--- config.mk ---
export PLATFORM = sky130hd
export DESIGN_NAME = box_cmd_rx
export DESIGN_NICKNAME = d
export VERILOG_FILES = /design/src/rtl/box_cmd_pkg.sv /design/src/rtl/box_rec_decode.sv /design/src/rtl/box_cmd_rx.sv
export SDC_FILE = /design/constraint.sdc
export NUM_CORES = 1
export LEC_CHECK = 0
export BUFFER_PORTS_ARGS = -buffer_cell sky130_fd_sc_hd__buf_4
export CORE_MARGIN = 2
export CORE_UTILIZATION = 45
export DETAILED_ROUTE_END_ITERATION = 12
export PLACE_DENSITY = 0.71
export SYNTH_ARGS = -nofsm -noshare
export SYNTH_HDL_FRONTEND = slang
export SYNTH_SLANG_ARGS = --single-unit
--- constraint.sdc ---
create_clock -name clk -period 22.6 [get_ports clk]
set_input_delay 3.39 -clock clk [delete_from_list [all_inputs] [get_ports clk]]
set_output_delay 3.39 -clock clk [all_outputs]
set_load 0.005 [all_outputs]
--- src/rtl/box_cmd_pkg.sv ---
// Shared constants, types and helpers for the box command receiver.
package box_cmd_pkg;

    localparam logic [7:0] MAGIC     = 8'hA5;
    localparam int         REC_BYTES = 6;
    localparam int         X_W       = 11;
    localparam int         Y_W       = 10;
    localparam int         C_W       = 6;
    localparam int         REC_W     = 8 * REC_BYTES;

    typedef enum logic [2:0] {
        ERR_NONE  = 3'd0,
        ERR_MAGIC = 3'd1,
        ERR_COUNT = 3'd2,
        ERR_LEN   = 3'd3,
        ERR_CSUM  = 3'd4,
        ERR_RANGE = 3'd5
    } err_e;

    typedef enum logic [2:0] {
        ST_IDLE,
        ST_COUNT,
        ST_BODY,
        ST_CSUM,
        ST_WAIT_END,
        ST_DRAIN
    } state_e;

    // One decoded box as it is held in the staging/pending/active banks.
    typedef struct packed {
        logic [X_W-1:0] sx;
        logic [Y_W-1:0] sy;
        logic [X_W-1:0] ex;
        logic [Y_W-1:0] ey;
        logic [23:0]    rgb;
    } box_t;

    // Keep the lowest non-zero error code seen so far in a packet.
    function automatic err_e err_merge(input err_e cur, input err_e hit);
        if (hit == ERR_NONE) return cur;
        if (cur == ERR_NONE) return hit;
        return (hit < cur) ? hit : cur;
    endfunction

endpackage

--- src/rtl/box_rec_decode.sv ---
// Combinational decode of one 48-bit big-endian box record.
module box_rec_decode
    import box_cmd_pkg::*;
#(
    parameter int H_ACT = 1280,
    parameter int V_ACT = 720
) (
    input  logic [REC_W-1:0] rec,
    output logic [X_W-1:0]   start_x,
    output logic [Y_W-1:0]   start_y,
    output logic [X_W-1:0]   end_x,
    output logic [Y_W-1:0]   end_y,
    output logic [23:0]      rgb,
    output logic             range_ok
);

    localparam int XW1 = X_W + 1;
    localparam int YW1 = Y_W + 1;
    localparam logic [X_W:0] H_LIM = XW1'(H_ACT);
    localparam logic [Y_W:0] V_LIM = YW1'(V_ACT);

    assign start_x = rec[47:37];
    assign start_y = rec[36:27];
    assign end_x   = rec[26:16];
    assign end_y   = rec[15:6];

    // Each 2-bit channel is replicated to fill 8 bits (2'b10 -> 8'hAA).
    assign rgb = {{4{rec[5:4]}}, {4{rec[3:2]}}, {4{rec[1:0]}}};

    assign range_ok = (start_x <= end_x) && ({1'b0, end_x} < H_LIM) &&
                      (start_y <= end_y) && ({1'b0, end_y} < V_LIM);

endmodule

--- src/rtl/box_cmd_rx.sv ---
// UDP box-command parser: validates packets, stages records, and commits
// the last good packet to the active outputs at the next frame start.
module box_cmd_rx
    import box_cmd_pkg::*;
#(
    parameter int BOX_NUM = 1,
    parameter int H_ACT   = 1280,
    parameter int V_ACT   = 720
) (
    input  logic                   clk,
    input  logic                   rst,
    input  logic                   rx_valid,
    input  logic [7:0]             rx_data,
    input  logic [15:0]            rx_len,
    input  logic                   rx_end,
    input  logic                   frame_sync,
    output logic [BOX_NUM*X_W-1:0] start_xs,
    output logic [BOX_NUM*X_W-1:0] end_xs,
    output logic [BOX_NUM*Y_W-1:0] start_ys,
    output logic [BOX_NUM*Y_W-1:0] end_ys,
    output logic [BOX_NUM*24-1:0]  colors,
    output logic [BOX_NUM-1:0]     box_valid,
    output logic                   cmd_ok,
    output logic                   cmd_err,
    output logic [2:0]             err_code,
    output logic                   busy
);

    localparam logic [7:0] BOX_NUM_B = 8'(BOX_NUM);
    localparam logic [2:0] LAST_BYTE = 3'(REC_BYTES - 1);

    state_e state_reg, state_next, state_byte;
    err_e   err_reg, err_next, err_final, err_code_reg;

    logic [7:0]  xor_reg, n_reg, rec_idx_reg;
    logic [2:0]  rec_byte_reg;
    logic [39:0] rec_sh_reg;
    logic [15:0] byte_cnt_reg, byte_cnt_next;
    logic        resync_reg;
    logic        byte_ok, rec_done, fin_ok, fin_err, commit;
    logic        cmd_ok_reg, cmd_err_reg, pend_flag_reg;

    logic [BOX_NUM-1:0] pend_mask_reg, box_valid_reg, n_mask;
    box_t stage_reg [BOX_NUM];
    box_t pend_reg  [BOX_NUM];
    box_t act_reg   [BOX_NUM];

    logic [X_W-1:0] dec_sx, dec_ex;
    logic [Y_W-1:0] dec_sy, dec_ey;
    logic [23:0]    dec_rgb;
    logic           dec_range_ok;
    box_t           dec_box;

    // The record completes on its sixth byte, so decode the live byte too.
    box_rec_decode #(.H_ACT(H_ACT), .V_ACT(V_ACT)) u_dec (
        .rec      ({rec_sh_reg, rx_data}),
        .start_x  (dec_sx),
        .start_y  (dec_sy),
        .end_x    (dec_ex),
        .end_y    (dec_ey),
        .rgb      (dec_rgb),
        .range_ok (dec_range_ok)
    );
    assign dec_box = {dec_sx, dec_sy, dec_ex, dec_ey, dec_rgb};

    // Bytes after reset are discarded until the interrupted packet ends.
    assign byte_ok = rx_valid && !resync_reg;
    assign commit  = frame_sync && pend_flag_reg && !fin_ok;

    // Next state: process the byte first, then apply end-of-packet handling.
    always_comb begin
        state_byte    = state_reg;
        state_next    = state_reg;
        err_next      = err_reg;
        err_final     = err_reg;
        byte_cnt_next = byte_cnt_reg;
        rec_done      = 1'b0;
        fin_ok        = 1'b0;
        fin_err       = 1'b0;
        if (byte_ok) begin
            if (state_reg == ST_IDLE)
                byte_cnt_next = 16'd1;
            else if (byte_cnt_reg != 16'hFFFF)
                byte_cnt_next = byte_cnt_reg + 16'd1;
            case (state_reg)
                ST_IDLE: begin
                    if (rx_data == MAGIC) begin
                        state_byte = ST_COUNT;
                    end else begin
                        state_byte = ST_DRAIN;
                        err_next   = err_merge(err_reg, ERR_MAGIC);
                    end
                end
                ST_COUNT: begin
                    if (rx_data > BOX_NUM_B) begin
                        state_byte = ST_DRAIN;
                        err_next   = err_merge(err_reg, ERR_COUNT);
                    end else begin
                        if (rx_len != (16'(rx_data) * 16'd6 + 16'd3))
                            err_next = err_merge(err_reg, ERR_LEN);
                        state_byte = (rx_data == 8'd0) ? ST_CSUM : ST_BODY;
                    end
                end
                ST_BODY: begin
                    if (rec_byte_reg == LAST_BYTE) begin
                        rec_done = 1'b1;
                        if (!dec_range_ok)
                            err_next = err_merge(err_reg, ERR_RANGE);
                        if (rec_idx_reg == n_reg - 8'd1)
                            state_byte = ST_CSUM;
                    end
                end
                ST_CSUM: begin
                    if (rx_data != xor_reg)
                        err_next = err_merge(err_reg, ERR_CSUM);
                    state_byte = ST_WAIT_END;
                end
                ST_WAIT_END: err_next = err_merge(err_reg, ERR_LEN);
                default: ;
            endcase
        end
        state_next = state_byte;
        err_final  = err_next;
        if (rx_end && !resync_reg && state_byte != ST_IDLE) begin
            if (state_byte == ST_COUNT || state_byte == ST_BODY || state_byte == ST_CSUM)
                err_final = err_merge(err_final, ERR_LEN);
            if (state_byte == ST_WAIT_END && byte_cnt_next != rx_len)
                err_final = err_merge(err_final, ERR_LEN);
            fin_ok     = (err_final == ERR_NONE);
            fin_err    = (err_final != ERR_NONE);
            state_next = ST_IDLE;
        end
    end

    // FSM state register.
    always_ff @(posedge clk) begin
        if (rst) state_reg <= ST_IDLE;
        else     state_reg <= state_next;
    end

    // Parser datapath: XOR, counters, record shifter, status pulses.
    always_ff @(posedge clk) begin
        if (rst) begin
            err_reg      <= ERR_NONE;
            err_code_reg <= ERR_NONE;
            xor_reg      <= 8'd0;
            n_reg        <= 8'd0;
            rec_idx_reg  <= 8'd0;
            rec_byte_reg <= 3'd0;
            rec_sh_reg   <= 40'd0;
            byte_cnt_reg <= 16'd0;
            resync_reg   <= 1'b1;
            cmd_ok_reg   <= 1'b0;
            cmd_err_reg  <= 1'b0;
        end else begin
            err_reg      <= (state_next == ST_IDLE) ? ERR_NONE : err_next;
            byte_cnt_reg <= byte_cnt_next;
            if (byte_ok) begin
                xor_reg    <= (state_reg == ST_IDLE) ? rx_data : (xor_reg ^ rx_data);
                rec_sh_reg <= {rec_sh_reg[31:0], rx_data};
                if (state_reg == ST_COUNT) begin
                    n_reg        <= rx_data;
                    rec_idx_reg  <= 8'd0;
                    rec_byte_reg <= 3'd0;
                end
                if (state_reg == ST_BODY)
                    rec_byte_reg <= (rec_byte_reg == LAST_BYTE) ? 3'd0 : rec_byte_reg + 3'd1;
            end
            if (rec_done)
                rec_idx_reg <= rec_idx_reg + 8'd1;
            if (rx_end)
                resync_reg <= 1'b0;
            cmd_ok_reg  <= fin_ok;
            cmd_err_reg <= fin_err;
            if (fin_err)
                err_code_reg <= err_final;
        end
    end

    // Pending flag/mask and the committed valid mask.
    always_ff @(posedge clk) begin
        if (rst) begin
            pend_mask_reg <= '0;
            pend_flag_reg <= 1'b0;
            box_valid_reg <= '0;
        end else begin
            if (fin_ok) begin
                pend_mask_reg <= n_mask;
                pend_flag_reg <= 1'b1;
            end else if (commit) begin
                pend_flag_reg <= 1'b0;
            end
            if (commit)
                box_valid_reg <= pend_mask_reg;
        end
    end

    for (genvar gi = 0; gi < BOX_NUM; gi++) begin : g_slot
        assign n_mask[gi] = (n_reg > 8'(gi));

        // Per-slot staging -> pending -> active banks.
        always_ff @(posedge clk) begin
            if (rst) begin
                stage_reg[gi] <= '0;
                pend_reg[gi]  <= '0;
                act_reg[gi]   <= '0;
            end else begin
                if (rec_done && rec_idx_reg == 8'(gi))
                    stage_reg[gi] <= dec_box;
                if (fin_ok && n_mask[gi])
                    pend_reg[gi] <= stage_reg[gi];
                if (commit)
                    act_reg[gi] <= pend_reg[gi];
            end
        end

        assign start_xs[gi*X_W +: X_W] = act_reg[gi].sx;
        assign start_ys[gi*Y_W +: Y_W] = act_reg[gi].sy;
        assign end_xs[gi*X_W +: X_W]   = act_reg[gi].ex;
        assign end_ys[gi*Y_W +: Y_W]   = act_reg[gi].ey;
        assign colors[gi*24 +: 24]     = act_reg[gi].rgb;
    end

    assign box_valid = box_valid_reg;
    assign cmd_ok    = cmd_ok_reg;
    assign cmd_err   = cmd_err_reg;
    assign err_code  = err_code_reg;
    assign busy      = (state_reg != ST_IDLE);

endmodule

==> impl_results.md <==
- Final hold vios: 0
- Crit-path max FO: 48
- Vias per cell: 5.63
- DIE AREA: 0.0299 mm2
- CTS Buf Count: 26
- IO Pins: 102
- Largest net degree at the start of global routing: 82
- Vias in the first global route: 9,121
- Skew-Pair Late Insertion Delay: 530 ps
- Final Max Tran Viols: 0
- CP startpoint kind: input pin
- M1 GR Usage: 26.2%
- Final Setup Violations: 0
- Post-DRT Antenna Nets: 0
- Grt ovf: 0
- Synth area leaders: edfxtp_1, dfxtp_1, nand2_1
- Layout net count: 1,403
- Gpl congestion: 0.957
- Post-Syn Instances: 1,288
- Arr. time, crit path: 7500 ps
- CP max stage delay: 510 ps
- Seq cells post-synth: 242
- Actual slew at the worst max-slew pin: 1090 ps
- # port buffers: 101
- Share of cells above drive strength 1: 15.1%
- Maximum VDD drop: 0.0427 mV
- CP endpoint kind: flop
- Max cap viols: 0
- CORE AREA: 0.0279 mm2
- Critical path depth in cells: 15
- DR iter-0 viols: 936
- Bufs on Longest Clock Path: 3
- CTS resizes: 0
- Root Buffer: clkbuf_16
- Pwr dens: 68.5 mW/mm2
- Hold Path Stages: 2
- Initial Util: 45.9%
- Dpl hpwl: 20,300 um
- DR DRC count: 0
- Top-count cell post-synth: nand2_1
- EDFF count, synth: 144
- Grt met3 use: 3.19%
- Ant diodes: 0
- WS Path Type: input pin to flop
- Wirelength per Cell: 16.9 um
- Highest-delay cell along the critical path: a41o_1
- WP data required: 22,760 ps
- Leak pwr: 5.25 nW
- Yosys warns: 0
- Setup TNS: 0 ps
- Net count after synthesis: 1,362
- Share of flip-flops with an asynchronous set or reset: 0%
- Largest area contributor in the netlist: edfxtp_1
- Area Overhead vs Synth: 12.7%
- Synth Flop Type: edfxtp_1
- Via count: 9,724
- Mean post-synth cell area: 9.95 um2
- Max Fclk: 136 MHz
- Reg2reg path depth: 11
- Outcome: completed
- Post-CTS Hold Buffers: 0
- Critical path cell sequence: buf_4, ha_1, inv_1, fa_1, nand2b_1, o2bb2ai_1, a2111oi_2, nand4_1, or2_2, o21ai_0, o2bb2ai_1, a41o_1, nand3_1, o21ai_4, buf_4
- Buf+Inv Stages, Crit Path: 3
- Die Wd: 173 um
- Total power: 0.990 mW
- Cell family with most CP delay: compound AO/OA/AOI/OAI gates
- Crit path time final: 7340 ps
- First-pass GRT wire length: 47,100 um
- TritonCTS clock tree: yes
- Slew HR: 27.5%
- Area fraction of the dominant cell type after synthesis: 33.7%
- Seq/Total Area, Yosys: 49.0%
- Clock Pin Slew Worst Setup and Hold Paths: 60 ps
- Row count: 61
- Detailed Route WL: 29,200 um
- Hold Crit Class: flop to flop
- GR met2 Demand/Resource: 30.9%
- Synth unique cells: 85
- Post-CTS Setup Inserts: 0
- Die Y: 173 um
- Initial antenna violation count: 1
- Clock skew: 19.2 ps
- RSZ-0062 raised after global routing: no
- GRT Total Usage: 19.0%
- Initial DRT Pass Iterations: 5
- GR peak layer: met2
- Syn Std Cell Area: 0.0128 mm2
- Commonest cells in the synthesized netlist: nand2_1, edfxtp_1, dfxtp_1
- CTS Sinks: 242
- H-tree depth: 1
- Final period utilization: 32.5%
## final cells by class
class	instances	area, um2
Clock buffer	28	679
Fill cell	2556	13500
Sequential cell	242	6290
Tap cell	378	473
Inverter	58	218
Clock inverter	20	164
Timing Repair Buffer	111	833
Multi-Input combinational cell	890	5800
## cell families (layout without fill, tap and decap cells)
group	after synthesis	in the layout	synth area share (%)
AO/OA/AOI/OAI	256	256	13.0
multiplexers	7	7	0.566
AND/OR/NAND/NOR	536	536	23.7
buffers and inverters	156	217	5.98
flip-flops	242	242	49.0
XOR/XNOR	46	46	3.25
adder cells (fa/ha/maj)	45	45	4.45
## through the flow
stage	utilization (%)	area (um2)	setup WS, ps	hold WS [ps]	cells
final	51.7	14500	15260	467	1727
after global routing	51.7	14500	14960	493	1727
after CTS	51.7	14500	15320	469	1727
after detailed placement	48.7	13600	14770	458	1679
after global placement	48.7	13600	14870	447	1679
after floorplan	-	12800	12440	438	1288
## layout by cell type (no fill, tap or decap), types with 8 or more instances in the layout
master | Yosys | final
nand2_1 | 149 | 148
edfxtp_1 | 144 | 144
buf_4 | 21 | 111
dfxtp_1 | 98 | 98
a21oi_1 | 89 | 89
nor2_1 | 74 | 74
inv_1 | 58 | 58
and4_1 | 55 | 55
and2_1 | 54 | 54
nor3_1 | 49 | 49
o21ai_0 | 48 | 47
ha_1 | 44 | 44
xnor2_1 | 27 | 27
clkbuf_16 | 0 | 27
and2_4 | 20 | 20
nand3_1 | 19 | 19
nand4_1 | 18 | 18
xor2_1 | 18 | 18
nor4_1 | 15 | 15
a211oi_1 | 11 | 11
nand2b_1 | 11 | 11
a31oi_1 | 11 | 11
a22oi_1 | 11 | 11
or4_1 | 9 | 9
o211ai_1 | 8 | 8
and3_1 | 8 | 8
## power breakdown
part	switching [mW]	internal [mW]
registers	0.00650	0.479
logic	0.0567	0.0328
clock network	0.174	0.241
total	0.237	0.753
## per-layer routing
layer  vias to the layer above  share of wire [%]
li1                       4775                  -
met1                      4549                 45
met2                       342                 46
met3                        56                6.2
met4                         2                2.3
met5                         -              0.045
## worst paths after layout
| kind | startpoint | to | slack, ps |
|---|---|---|---|
| setup / recovery | rx_data[0] | pend_reg[0][38] | 15260 |
| hold / removal | rec_sh_reg[9] | rec_sh_reg[17] | 470 |
| setup reg to reg | resync_reg | pend_reg[0][38] | 17880 |
| hold reg to reg | rec_sh_reg[9] | rec_sh_reg[17] | 470 |
## worst min-delay path, delay by kind of cell, from the launching register on
kind / cells / cell delay [ps]
AO/OA/AOI/OAI: 1 / 50
AND/OR/NAND/NOR: 1 / 60
flip-flops: 1 / 320
Power figures use the tool's default switching activity.
